**config.mk**
```make
export PLATFORM = sky130hd
export DESIGN_NAME = gf2m_digit_mul_163b
export DESIGN_NICKNAME = d
export VERILOG_FILES = /design/src/rtl/gf2m_digit_mul_163b.sv
export SDC_FILE = /design/constraint.sdc
export NUM_CORES = 2
export LEC_CHECK = 0
export ABC_AREA = 0
export BUFFER_PORTS_ARGS = -buffer_cell sky130_fd_sc_hd__buf_2
export CAP_MARGIN = 20
export CELL_PAD_IN_SITES_DETAIL_PLACEMENT = 0
export CELL_PAD_IN_SITES_GLOBAL_PLACEMENT = 1
export CORE_ASPECT_RATIO = 1.25
export CORE_MARGIN = 10
export CORE_UTILIZATION = 45
export CTS_CLUSTER_SIZE = 8
export DETAILED_ROUTE_END_ITERATION = 8
export GPL_TIMING_DRIVEN = 0
export PLACE_DENSITY = 0.88
export SLEW_MARGIN = 20
export SYNTH_ARGS = -nofsm -noshare
export SYNTH_HDL_FRONTEND = slang
export SYNTH_SLANG_ARGS = --single-unit
```
**constraint.sdc**
```tcl
create_clock -name clk -period 3.8 [get_ports clk]
set_clock_uncertainty 0.15 [all_clocks]
set_input_delay 0.19 -clock clk [delete_from_list [all_inputs] [get_ports clk]]
set_output_delay 0.19 -clock clk [all_outputs]
set_load 0.01 [all_outputs]
```
**src/rtl/gf2m_digit_mul_163b.sv**
```systemverilog
// -----------------------------------------------------------------------------
// gf2m_digit_mul_163b
//
// Digit-serial multiplier in GF(2^163) over the B-163 field polynomial
//   f(x) = x^163 + x^7 + x^6 + x^3 + 1
// Operands use a polynomial basis: bit i holds the coefficient of x^i.
// The registered product feeds the point-arithmetic adder downstream.
//
// Operand B is consumed MSB-first, DIGIT bits per cycle, Horner style:
//   acc <= (acc * x^DIGIT mod f) ^ (A * b_digit mod f)
// B is zero-padded on its MSB side to NCYC*DIGIT bits, so the first
// digit(s) may be partly or entirely zero.
//
// Handshake (start / busy / done):
//   - start is sampled only while the FSM is IDLE; when it is high at a
//     rising edge the operands are latched and the operation begins.
//     start seen in RUN or DONE is dropped (no queuing).
//   - busy is high from the edge that accepts start until the edge that
//     writes mul_out (NCYC+1 cycles).
//   - done is a one-cycle pulse in the first IDLE cycle after the result is
//     written; mul_out is valid from that cycle and holds until the next
//     completed product. start may be asserted in the done cycle and is
//     accepted at the following edge (one product per NCYC+2 cycles).
//
// Ports:
//   clk        in   1    rising-edge clock
//   rst_n      in   1    asynchronous active-low reset
//   start      in   1    operation request, sampled only in IDLE
//   mul_in1    in   163  operand A
//   mul_in2    in   163  operand B
//   busy       out  1    operation in progress (RUN or DONE)
//   done       out  1    one-cycle result-valid pulse
//   mul_out    out  163  A*B mod f, registered and fully reduced
//   dbg_state  out  2    current FSM state (IDLE=0, RUN=1, DONE=2)
//
// DIGIT must be one of 1, 2, 4, 8.
// -----------------------------------------------------------------------------
module gf2m_digit_mul_163b #(
    parameter int DIGIT = 4
) (
    input  logic         clk,
    input  logic         rst_n,
    input  logic         start,
    input  logic [162:0] mul_in1,
    input  logic [162:0] mul_in2,
    output logic         busy,
    output logic         done,
    output logic [162:0] mul_out,
    output logic [1:0]   dbg_state
);

    localparam int M    = 163;
    localparam int NCYC = (M + DIGIT - 1) / DIGIT;
    localparam int PW   = NCYC * DIGIT;
    localparam int CW   = $clog2(NCYC + 1);

    // Low part of f: x^163 == x^7 + x^6 + x^3 + 1 (mod f).
    localparam logic [M-1:0] F_LOW = 163'hC9;

    typedef enum logic [1:0] {
        S_IDLE = 2'd0,
        S_RUN  = 2'd1,
        S_DONE = 2'd2
    } state_t;

    state_t            r_state;
    state_t            w_state_next;

    logic [M-1:0]      r_a;
    logic [PW-1:0]     r_b;
    logic [M-1:0]      r_acc;
    logic [CW-1:0]     r_cnt;
    logic              r_done;
    logic [M-1:0]      r_mul_out;

    logic [DIGIT-1:0]  w_digit;
    logic [M+DIGIT-1:0] w_acc_sh;
    logic [M+DIGIT-1:0] w_pp;
    logic [M-1:0]      w_acc_red;
    logic [M-1:0]      w_pp_red;
    logic [M-1:0]      w_acc_next;
    logic [PW-1:0]     w_b_pad;

    // Fold the DIGIT bits above x^162 back into the field. Bit 163+j maps to
    // x^j * (x^7 + x^6 + x^3 + 1); with DIGIT <= 8 the highest term is x^14,
    // so one fold always yields a fully reduced value.
    function automatic logic [M-1:0] fold_top(input logic [M+DIGIT-1:0] v);
        logic [M-1:0] r;
        r = v[M-1:0];
        for (int j = 0; j < DIGIT; j++) begin
            if (v[M+j]) begin
                r = r ^ (F_LOW << j);
            end
        end
        return r;
    endfunction

    // ------------------------------------------------------------------
    // FSM state register
    // ------------------------------------------------------------------
    always_ff @(posedge clk or negedge rst_n) begin
        if (!rst_n) begin
            r_state <= S_IDLE;
        end else begin
            r_state <= w_state_next;
        end
    end

    // ------------------------------------------------------------------
    // FSM next state and status outputs
    // ------------------------------------------------------------------
    always_comb begin
        w_state_next = r_state;
        busy         = 1'b0;
        case (r_state)
            S_IDLE: begin
                if (start) begin
                    w_state_next = S_RUN;
                end
            end
            S_RUN: begin
                busy = 1'b1;
                if (r_cnt == '0) begin
                    w_state_next = S_DONE;
                end
            end
            S_DONE: begin
                busy         = 1'b1;
                w_state_next = S_IDLE;
            end
            default: begin
                w_state_next = S_IDLE;
            end
        endcase
    end

    // ------------------------------------------------------------------
    // Datapath: one Horner step per RUN cycle
    // ------------------------------------------------------------------
    assign w_digit  = r_b[PW-1 -: DIGIT];
    assign w_b_pad  = PW'(mul_in2);

    // acc * x^DIGIT before reduction.
    assign w_acc_sh = {r_acc, {DIGIT{1'b0}}};

    // A * b_digit as an XOR of shifted copies of A (up to M+DIGIT-1 bits).
    always_comb begin
        w_pp = '0;
        for (int j = 0; j < DIGIT; j++) begin
            if (w_digit[j]) begin
                w_pp = w_pp ^ ({{DIGIT{1'b0}}, r_a} << j);
            end
        end
    end

    assign w_acc_red  = fold_top(w_acc_sh);
    assign w_pp_red   = fold_top(w_pp);
    assign w_acc_next = w_acc_red ^ w_pp_red;

    always_ff @(posedge clk or negedge rst_n) begin
        if (!rst_n) begin
            r_a       <= '0;
            r_b       <= '0;
            r_acc     <= '0;
            r_cnt     <= '0;
            r_done    <= 1'b0;
            r_mul_out <= '0;
        end else begin
            // done is high exactly in the cycle after the DONE state.
            r_done <= (r_state == S_DONE);
            case (r_state)
                S_IDLE: begin
                    if (start) begin
                        r_a   <= mul_in1;
                        r_b   <= w_b_pad;
                        r_acc <= '0;
                        r_cnt <= CW'(NCYC - 1);
                    end
                end
                S_RUN: begin
                    r_acc <= w_acc_next;
                    // Next digit moves into the top slice.
                    r_b   <= r_b << DIGIT;
                    if (r_cnt != '0) begin
                        r_cnt <= r_cnt - CW'(1);
                    end
                end
                S_DONE: begin
                    r_mul_out <= r_acc;
                end
                default: begin
                end
            endcase
        end
    end

    assign done      = r_done;
    assign mul_out   = r_mul_out;
    assign dbg_state = r_state;

endmodule

```
==> impl_metrics.yaml <==
grt:
  grt_use_total_pct: 24.9
  grt_antenna_before_repair: 18
  gr-usage-met3_pct: 5.53
  grt_start_max_net_pins: 99
  grt_util_met1_pct: 28.8
  gr-total-overflow: 0
  globalRoute.busiestLayer: "met2"
  grt_pass1_vias: 30500
  grt_pass1_wl_mm: 173
  grt.met2_usage_pct: 43.3
run_status:
  outcome: "completed"
worst_setup_path:
  critPathBufInv: 3
  endpoint_kind: "register"
  crit_required_ns: 4.16
  crit_type: "register to register"
  cp_top_family: "buffers and inverters"
  slowest_delay_ns: 0.85
  cpMostUsedCell: "clkbuf_1"
  cp.arrival_ns: 3.47
  crit_path_max_fanout: 10
  crit_chain: "inv_1 > ha_1 > nand2b_1 > nand2_1 > clkbuf_1 > clkbuf_1 > o21ai_0"
  cp-start-kind: "register"
  cpMaxStageDelayCell: "clkbuf_1"
routing:
  dr.pass1.iters: 5
  vias: 28800
  wl_mm: 110
  via_per_inst: 5.11
  detail_route.wl_per_cell_um: 19.4
  final_antenna_net_count: 0
  drt-initial-drc-count: 1747
  drc: 0
power_and_ir_drop:
  leakage_nw: 21.0
  ir_worst_vdd_mv: 0.510
  cellPowerDensity_nw_per_um2: 903
  finalPower_mw: 39.9
layout:
  fin_util_pct: 58.2
  fillCellCount: 6401
  fin_cells: 5639
  fin_nets: 4970
  final_layout_size_suffix_gt1_share_pct: 19.4
  synthToLayoutAreaGrowth_pct: 28.5
clock_network:
  cts_root_buffer: "clkbuf_16"
  cts_buffers: 93
  cts_sinks: 662
  cts_max_path_buffers: 3
  clk_pin_slew_ns: 0.05
  cts_tree: "done"
  clock_latency_ns: 0.66
  h-tree-depth: 3
timing:
  fin_crit_ns: 3.11
  slew_headroom_pct: 29.8
  slew_viol_final: 0
  rsz0062_at_grt: "false"
  post-route-period-util_pct: 81.9
  holdWs_ns: 0.0486
  worst_pin_slew_ns: 1.05
  max_freq_ghz: 0.321
  final-hold-violation-count: 0
  setup_tns_ns: 0
  finalSetupViolCount: 0
synth:
  synthCells: 3707
  syn_area_um2: 34400
  syn_nets: 4041
  ys_warn_count: 0
  syn_avg_cell_area_um2: 9.27
  synth.distinct_cells: 36
  yosysSeqAreaShare_pct: 48.2
  ys_ff_latch: 662
placement:
  dp.cells: 5186
  dpl.hpwl_mm: 75.9
  gp_congestion: 0.879
  port_buffers: 495
worst_hold_path:
  min_path_type: "primary input to async pin"
floorplanning:
  die_h_um: 329
  die-width_um: 267
  initial_utilization_pct: 45.3
  core_area_um2: 75900
  dieArea_um2: 87900
  io_pins: 496
  rows: 113
run:
  maxCapViolCount: 0
-- metrics by stage --
step	setup slack (ns)	area, µm²
after global placement	-11.81	38100
after CTS	0.578	44100
after floorplan	1.65	34400
after global routing	0.460	44200
final	0.686	44200
after detailed placement	0.629	38300
-- logic make-up (layout without fill, tap and decap cells) --
family          Yosys count  in the layout  synth area share (%)
flops                   662            662                  48.2
mux                     322            322                  9.97
fa+ha+maj                 5              5                 0.182
simple gates           1492           1492                  16.4
other cells               0             16                     0
xor+xnor                661            661                  17.1
buf+inv                 222           1161                  2.98
compound gates          343            343                  5.10
-- cell usage in the layout, fill, tap and decap left out, drive strengths merged, types with 5 or more instances in the layout --
master / netlist / routed
nor2: 6 / 6
diode: 0 / 16
xor2: 166 / 166
mux2: 163 / 163
o21ai: 326 / 326
nor2b: 5 / 5
dfrtp: 662 / 662
buf: 134 / 637
mux2i: 159 / 159
dlygate4sd3: 0 / 331
a21oi: 7 / 7
clkbuf: 84 / 182
xnor2: 489 / 489
a22o: 6 / 6
ha: 5 / 5
nand2: 1469 / 1469
xnor3: 6 / 6
inv: 4 / 7
-- state kept, by name (all words and copies together) (netlist names) --
register	count
r_cnt	6
r_a	163
r_b	164
dbg_state	2
done	1
mul_out	163
r_acc	163
-- worst reg2reg max path, stage by stage (launching register included) --
cell      delay (ns)
dfrtp_1         0.40
inv_1           0.10
ha_1            0.16
nand2b_1        0.12
nand2_1         0.56
clkbuf_1        0.85
clkbuf_1        0.44
o21ai_0         0.18
-- report_power, final --
group,switching [mW],internal (mW)
registers,3.15,10.3
clock network,3.09,4.42
logic,10.4,8.50
-- path summary, 6_finish.rpt --
path / from / endpoint / slack, ns / depth (start not counted)
max: dbg_state[1] / r_acc[142] / 0.69 / 7
min: rst_n / r_a[85] / 0.05 / 3
max reg2reg: dbg_state[1] / r_acc[142] / 0.69 / 7
min reg2reg: r_b[154] / r_b[154] / 0.33 / 2
max in group asynchronous: rst_n / r_b[135] / 1.74 / 6
min in group clk: mul_in1[147] / r_a[147] / 0.11 / 4
-- final cells by class --
class | instances | area, µm² | share of cell area [%]
Sequential cell | 662 | 16600 | 37.5
Antenna cell | 16 | 40.0 | 0.0907
Multi-Input combinational cell | 2823 | 16800 | 38.0
Clock buffer | 98 | 2400 | 5.43
Inverter | 4 | 15.0 | 0.0340
Clock inverter | 7 | 105 | 0.238
Timing Repair Buffer | 834 | 6020 | 13.6
Buffer | 218 | 1010 | 2.29
Tap cell | 977 | 1220 | 2.77
-- layer usage --
layer / share of wire (%) / wire (µm)
met1: 39 / 42900
met2: 50 / 54400
met3: 7.0 / 7710
met4: 4.2 / 4590
met5: 0.025 / 27
-- synth_stat cells, drive strengths merged --
master / instances / area (µm²)
nand2: 1469 / 5520
dfrtp: 662 / 16600
xnor2: 489 / 4300
o21ai: 326 / 1640
xor2: 166 / 1450
mux2: 163 / 1840
mux2i: 159 / 1590
buf: 134 / 694
clkbuf: 84 / 315
a21oi: 7 / 35.0
a22o: 6 / 52.6
nor2: 6 / 30.0
xnor3: 6 / 135
ha: 5 / 62.6
nor2b: 5 / 31.3
inv: 4 / 15.0
nand3: 4 / 25.0
and2: 2 / 12.5
nor4: 2 / 12.5
nand2b: 1 / 6.26
nor3: 1 / 5.00
o22a: 1 / 8.76
o22ai: 1 / 6.26
o31a: 1 / 8.76
o31ai: 1 / 7.51
or3: 1 / 6.26
or4: 1 / 7.51
-- what timing repair did --
item | 4_1_cts | 5_1_grt
resized for setup | 0 | 0
setup buffers | 0 | 0
hold endpoints to repair | 650 | 0
hold buffers | 332 | 0
Power figures use the tool's default switching activity.
